`src/rtl/bcp_implication_queue.sv`:
```
// Implication queue behind the BCP unit-clause detector: buffers implied literals
// and applies them one per cycle to the assignment/free state fed back to the detector.
module bcp_implication_queue #(
  parameter int VAR_NUM = 8,
  parameter int IDX_W   = 3,
  parameter int DEPTH   = 8
) (
  input  logic               clock,
  input  logic               reset,
  input  logic               imp_valid,
  output logic               imp_ready,
  input  logic [IDX_W-1:0]   imp_var,
  input  logic               imp_val,
  input  logic               drain_en,
  input  logic               load_valid,
  input  logic [VAR_NUM-1:0] load_assignment,
  input  logic [VAR_NUM-1:0] load_free,
  input  logic               clear,
  output logic [VAR_NUM-1:0] assignment,
  output logic [VAR_NUM-1:0] free,
  output logic               apply_valid,
  output logic [IDX_W-1:0]   apply_var,
  output logic               apply_val,
  output logic               conflict,
  output logic [IDX_W-1:0]   conflict_var,
  output logic [IDX_W:0]     count,
  output logic               busy
);

  localparam int PTR_W = $clog2(DEPTH);
  localparam logic [IDX_W:0] FULL = (IDX_W+1)'(DEPTH);

  typedef struct packed {
    logic [IDX_W-1:0] v;
    logic             x;
  } imp_t;

  typedef enum logic [1:0] {IDLE, DRAIN, CONFLICT} state_t;

  state_t           state, state_nx;
  imp_t             mem [DEPTH];
  imp_t             head;
  logic [PTR_W-1:0] rd_ptr, wr_ptr;
  logic             push, pop, pop_new, pop_conf, wr_en;

  assign imp_ready = (count != FULL) && (state != CONFLICT);
  assign push      = imp_valid && imp_ready;
  assign head      = mem[rd_ptr];
  assign pop       = (count != '0) && drain_en && (state == DRAIN);
  assign pop_new   = pop && free[head.v];
  assign pop_conf  = pop && !free[head.v] && (assignment[head.v] != head.x);
  assign busy      = (count != '0);
  // load/clear and a conflicting pop all swallow a same-cycle push
  assign wr_en     = push && !load_valid && !clear && !pop_conf;

  always_comb begin
    state_nx = state;
    if (load_valid || clear) state_nx = IDLE;
    else begin
      case (state)
        IDLE:     if (push) state_nx = DRAIN;
        DRAIN: begin
          if (pop_conf) state_nx = CONFLICT;
          else if (pop && !push && count == (IDX_W+1)'(1)) state_nx = IDLE;
        end
        CONFLICT: state_nx = CONFLICT;
        default:  state_nx = IDLE;
      endcase
    end
  end

  always_ff @(posedge clock) begin
    if (!reset) state <= IDLE;
    else        state <= state_nx;
  end

  always_ff @(posedge clock) begin
    if (reset && wr_en) mem[wr_ptr] <= '{v: imp_var, x: imp_val};
  end

  always_ff @(posedge clock) begin
    if (!reset) begin
      assignment   <= '0;
      free         <= '1;
      rd_ptr       <= '0;
      wr_ptr       <= '0;
      count        <= '0;
      apply_valid  <= 1'b0;
      apply_var    <= '0;
      apply_val    <= 1'b0;
      conflict     <= 1'b0;
      conflict_var <= '0;
    end else begin
      apply_valid <= 1'b0;
      if (load_valid) begin
        assignment <= load_assignment;
        free       <= load_free;
        rd_ptr     <= '0;
        wr_ptr     <= '0;
        count      <= '0;
        conflict   <= 1'b0;
      end else if (clear) begin
        rd_ptr   <= '0;
        wr_ptr   <= '0;
        count    <= '0;
        conflict <= 1'b0;
      end else if (pop_conf) begin
        conflict     <= 1'b1;
        conflict_var <= head.v;
        rd_ptr       <= '0;
        wr_ptr       <= '0;
        count        <= '0;
      end else begin
        // a pop of an already-assigned, agreeing literal just advances the head
        if (pop_new) begin
          free[head.v]       <= 1'b0;
          assignment[head.v] <= head.x;
          apply_valid        <= 1'b1;
          apply_var          <= head.v;
          apply_val          <= head.x;
        end
        if (pop)  rd_ptr <= rd_ptr + PTR_W'(1);
        if (push) wr_ptr <= wr_ptr + PTR_W'(1);
        count <= count + (IDX_W+1)'(push) - (IDX_W+1)'(pop);
      end
    end
  end

endmodule

```
`config.mk`:
```
export PLATFORM = sky130hd
export DESIGN_NAME = bcp_implication_queue
export DESIGN_NICKNAME = d
export VERILOG_FILES = /design/src/rtl/bcp_implication_queue.sv
export SDC_FILE = /design/constraint.sdc
export NUM_CORES = 1
export LEC_CHECK = 0
export CELL_PAD_IN_SITES_DETAIL_PLACEMENT = 1
export CELL_PAD_IN_SITES_GLOBAL_PLACEMENT = 1
export CORE_MARGIN = 2
export CORE_UTILIZATION = 35
export DETAILED_ROUTE_END_ITERATION = 8
export GPL_TIMING_DRIVEN = 0
export HOLD_SLACK_MARGIN = 0.05
export PLACE_DENSITY_LB_ADDON = 0.1
export SYNTH_ARGS = -nofsm -noshare
export SYNTH_HDL_FRONTEND = slang
export SYNTH_SLANG_ARGS = --single-unit
export TNS_END_PERCENT = 5
```
`constraint.sdc`:
```
create_clock -name clock -period 3.2 [get_ports clock]
set_clock_uncertainty 0.05 [all_clocks]
set_input_delay 0.48 -clock clock [delete_from_list [all_inputs] [get_ports clock]]
set_output_delay 0.48 -clock clock [all_outputs]
set_load 0.1 [all_outputs]
```
==> impl_metrics.json <==
{
  "status": "complete, no violations",
  "ios": 57,
  "worstHoldEndpoint": "apply_val$_SDFFE_PN0P_",
  "pwr-share-clk_pct": 33.0,
  "hold_path_class": "flip-flop to flip-flop",
  "path_class": "flip-flop to flip-flop",
  "fin_tns_setup_ns": 0,
  "synth_top_area_cell": "edfxtp_1",
  "synth_flop_cell": "dfxtp_1",
  "synth-seq-cells": 72,
  "nets": 404,
  "maxCapViolCount": 0,
  "area_growth_pct": 29.4,
  "startpoint_type": "flip-flop",
  "drive_above_1_share_pct": 16.9,
  "powerDensity_mw_per_mm2": 414,
  "grt_pass1_vias": 2486,
  "synth_xor_area_share_pct": 1.53,
  "min_path_cells": 2,
  "antenna_left": 0,
  "ys_top_cells_by_count": "dfxtp_1 (40), edfxtp_1 (32), nand2_1 (28)",
  "seq_power_share_pct": 53.6,
  "maxSlewViolCount": 0,
  "p_comb_share_pct": 13.4,
  "drc_errors": 0,
  "place_inst": 483,
  "h-tree-depth": 3,
  "synth_cell_type_count": 44,
  "crit_arrival_ns": 3.00,
  "cts_tree": "yes",
  "p_leak_nw": 1.57,
  "path_max_fanout": 10,
  "cts_max_path_buffers": 2,
  "hp-start": "apply_val$_SDFFE_PN0P_",
  "die_area_mm2": 0.0106,
  "cts.sinks": 72,
  "ff2ff_setup_slack_ns": 0.16,
  "track_usage_pct": 15.7,
  "synth_nets": 330,
  "synth_enable_flop_cells": 32,
  "wirelength_um": 7970,
  "stdcell_count": 506,
  "rsz0062_at_grt": "false",
  "num_rows": 36,
  "cts_made_buffers": 9,
  "r2r_end": "mem[7][3]$_DFFE_PP_",
  "power.internal_w": 0.00133,
  "filler_cell_count": 1051,
  "clock_latency_ns": 0.34,
  "antennaDiodeCount": 0,
  "yosysWarnings": 0,
  "synth_top_family_by_area": "simple AND/OR/NAND/NOR gates",
  "cts.clk_slew.worst_paths_ns": 0.07,
  "grt-ovfl-total": 0,
  "crit_required_ns": 3.16,
  "antenna_found_initial": 0,
  "worst_slew_pin_slew_ns": 1.06,
  "die_h_um": 103,
  "synthSimpleGateAreaFrac_pct": 19.9,
  "synth_seq_area_share_pct": 51.2,
  "ir_worst_vdd_uv": 206,
  "grt_pass1_wl_um": 12600,
  "first_pass_iters": 4,
  "period_minus_slack_ns": 3.04,
  "synth_top_cells_by_area": "edfxtp_1 (28%), dfxtp_1 (23%), mux2i_1 (4.7%)",
  "relSlewSlack_pct": 29.5,
  "wl_per_cell_um": 15.8,
  "netlist_area_mm2": 0.00344,
  "syn_avg_cell_area_um2": 11.7,
  "synth_top_area_share_pct": 27.9,
  "hpwlAfterDp_um": 5960,
  "grt_max_degree": 13,
  "dieWidth_um": 103,
  "fin_crit_sh_pct": 95.1,
  "synthAdderAreaFrac_pct": 3.49,
  "hold_viol": 0,
  "clockRootBuffer": "clkbuf_8",
  "switching_share_pct": 28.0,
  "fmaxAchievable_ghz": 0.329,
  "start_util_pct": 35.7,
  "core_area_mm2": 0.00964,
  "final_core_util_pct": 46.2,
  "synthCells": 295,
  "setup_violations": 0,
  "gp_congestion": 0.736,
  "end_kind": "flip-flop",
  "reg2reg_depth": 10,
  "postCtsHoldBufs": 0,
  "vias_per_cell": 5.02,
  "synth_mux_area_share_pct": 12.0,
  "port_buffers": 55,
  "drtIter0Drc": 74,
  "dr_total_vias": 2539,
  "p_sw_w": 0.000515,
  "async_flop_share_pct": 0,
  "synth_compound_area_share_pct": 7.60,
  "synthMostInstantiatedCell": "dfxtp_1"
}
[layout make-up]
cell class	count	area (um2)	area share (%)
inverters	8	30.0	0.675
multi-input cells	192	1590	35.7
flip-flops and latches	72	1770	39.7
clock inverters	6	37.5	0.844
well taps	133	166	3.74
repair buffers	63	608	13.7
clock buffers	9	124	2.78
plain buffers	23	126	2.84
[layer usage]
layer | share of wire, % | track usage, % | wire length, um | vias up
li1 | - | - | - | 1249
met1 | 45 | 19.9 | 3580 | 1233
met2 | 49 | 26.4 | 3920 | 48
met3 | 4.4 | 3.32 | 348 | 9
met4 | 1.5 | 5.87 | 121 | 0
met5 | 0 | 0 | 0 | -
[power by group through the flow]
| stage | Combinational (W) | Sequential (W) | Clock [W] |
|---|---|---|---|
| after CTS | 0.000247 | 0.000986 | 0.000636 |
| after detailed placement | 0.000244 | 0.00101 | 0 |
| after floorplan | 0.0000653 | 0.00110 | 0 |
| after global placement | 0.000242 | 0.00101 | 0 |
| final | 0.000247 | 0.000986 | 0.000607 |
| after global routing | 0.000262 | 0.000987 | 0.000663 |
[worst max-delay path by stage]
stage | startpoint | end | slack [ns] | cells after the start
6_report | flip-flop | mem[7][3]$_DFFE_PP_ | 0.16 | 10
3_5_place_dp | flip-flop | mem[4][1]$_DFFE_PP_ | -0.09 | 9
4_1_cts | flip-flop | mem[4][3]$_DFFE_PP_ | -0.01 | 10
5_1_grt | flip-flop | mem[7][0]$_DFFE_PP_ | 0.007 | 9
3_3_place_gp | flip-flop | mem[4][1]$_DFFE_PP_ | -0.06 | 10
2_1_floorplan | count[2]$_SDFF_PP0_ | count[2]$_SDFF_PP0_ | 0.003 | 12
[what timing repair did]
action                                  CTS  global route
setup buffers                             0             7
hold endpoints to repair                  0             0
endpoints found under the setup margin   32            32
pin swaps                                 0             9
gates resized for setup                   9             6
gates cloned                              0             1
[stage by stage]
step           total power (W)  setup WS (ns)  hold WS, ns  cell area [um2]
6_report               0.00184          0.157        0.408             4450
5_1_grt                0.00191        0.00724        0.429             4450
4_1_cts                0.00187        -0.0113        0.412             4390
3_5_place_dp           0.00125        -0.0883        0.400             4180
3_3_place_gp           0.00125        -0.0649        0.393             4180
2_1_floorplan          0.00117        0.00269        0.414             3460
[kinds of logic after synthesis]
group / after synthesis
DFF: 72
xor gates and xnor gates: 6
muxes: 29
and+or+nand+nor: 112
AOI/OAI and AO/OA: 36
buffers and inverters: 31
adders and majority gates: 9
[cells in the final DEF, fill, tap and decap left out, drive strengths merged, types with 6 or more instances in the layout]
cell and n:
nand4 10, edfxtp 32, dfxtp 40, ha 8, mux2i 16, mux2 6, nor2 14, nor3 21
nand3 10, clkbuf 20, buf 20, nand4b 8, clkdlybuf4s50 55, o211ai 14, nand2 28, mux4 7
inv 8
[sequential cells by signal, indices dropped and copies added (netlist names), named ones only]
name / cells
wr_ptr: 3
state: 2
apply_val: 1
conflict_var: 3
count: 4
rd_ptr: 3
conflict: 1
apply_valid: 1
apply_var: 3
assignment: 8
free: 8
mem: 32
[worst max-delay path: stages, from the launching register on]
cell and delay (ns):
dfxtp_2 0.33, buf_6 0.13, mux2i_1 0.14, mux4_2 0.53, buf_8 0.16, mux2_4 0.30, a22o_1 0.23, o21a_1 0.20
o21a_2 0.24, buf_8 0.17, nor3_4 0.24
(Power assumes the default switching activity.)
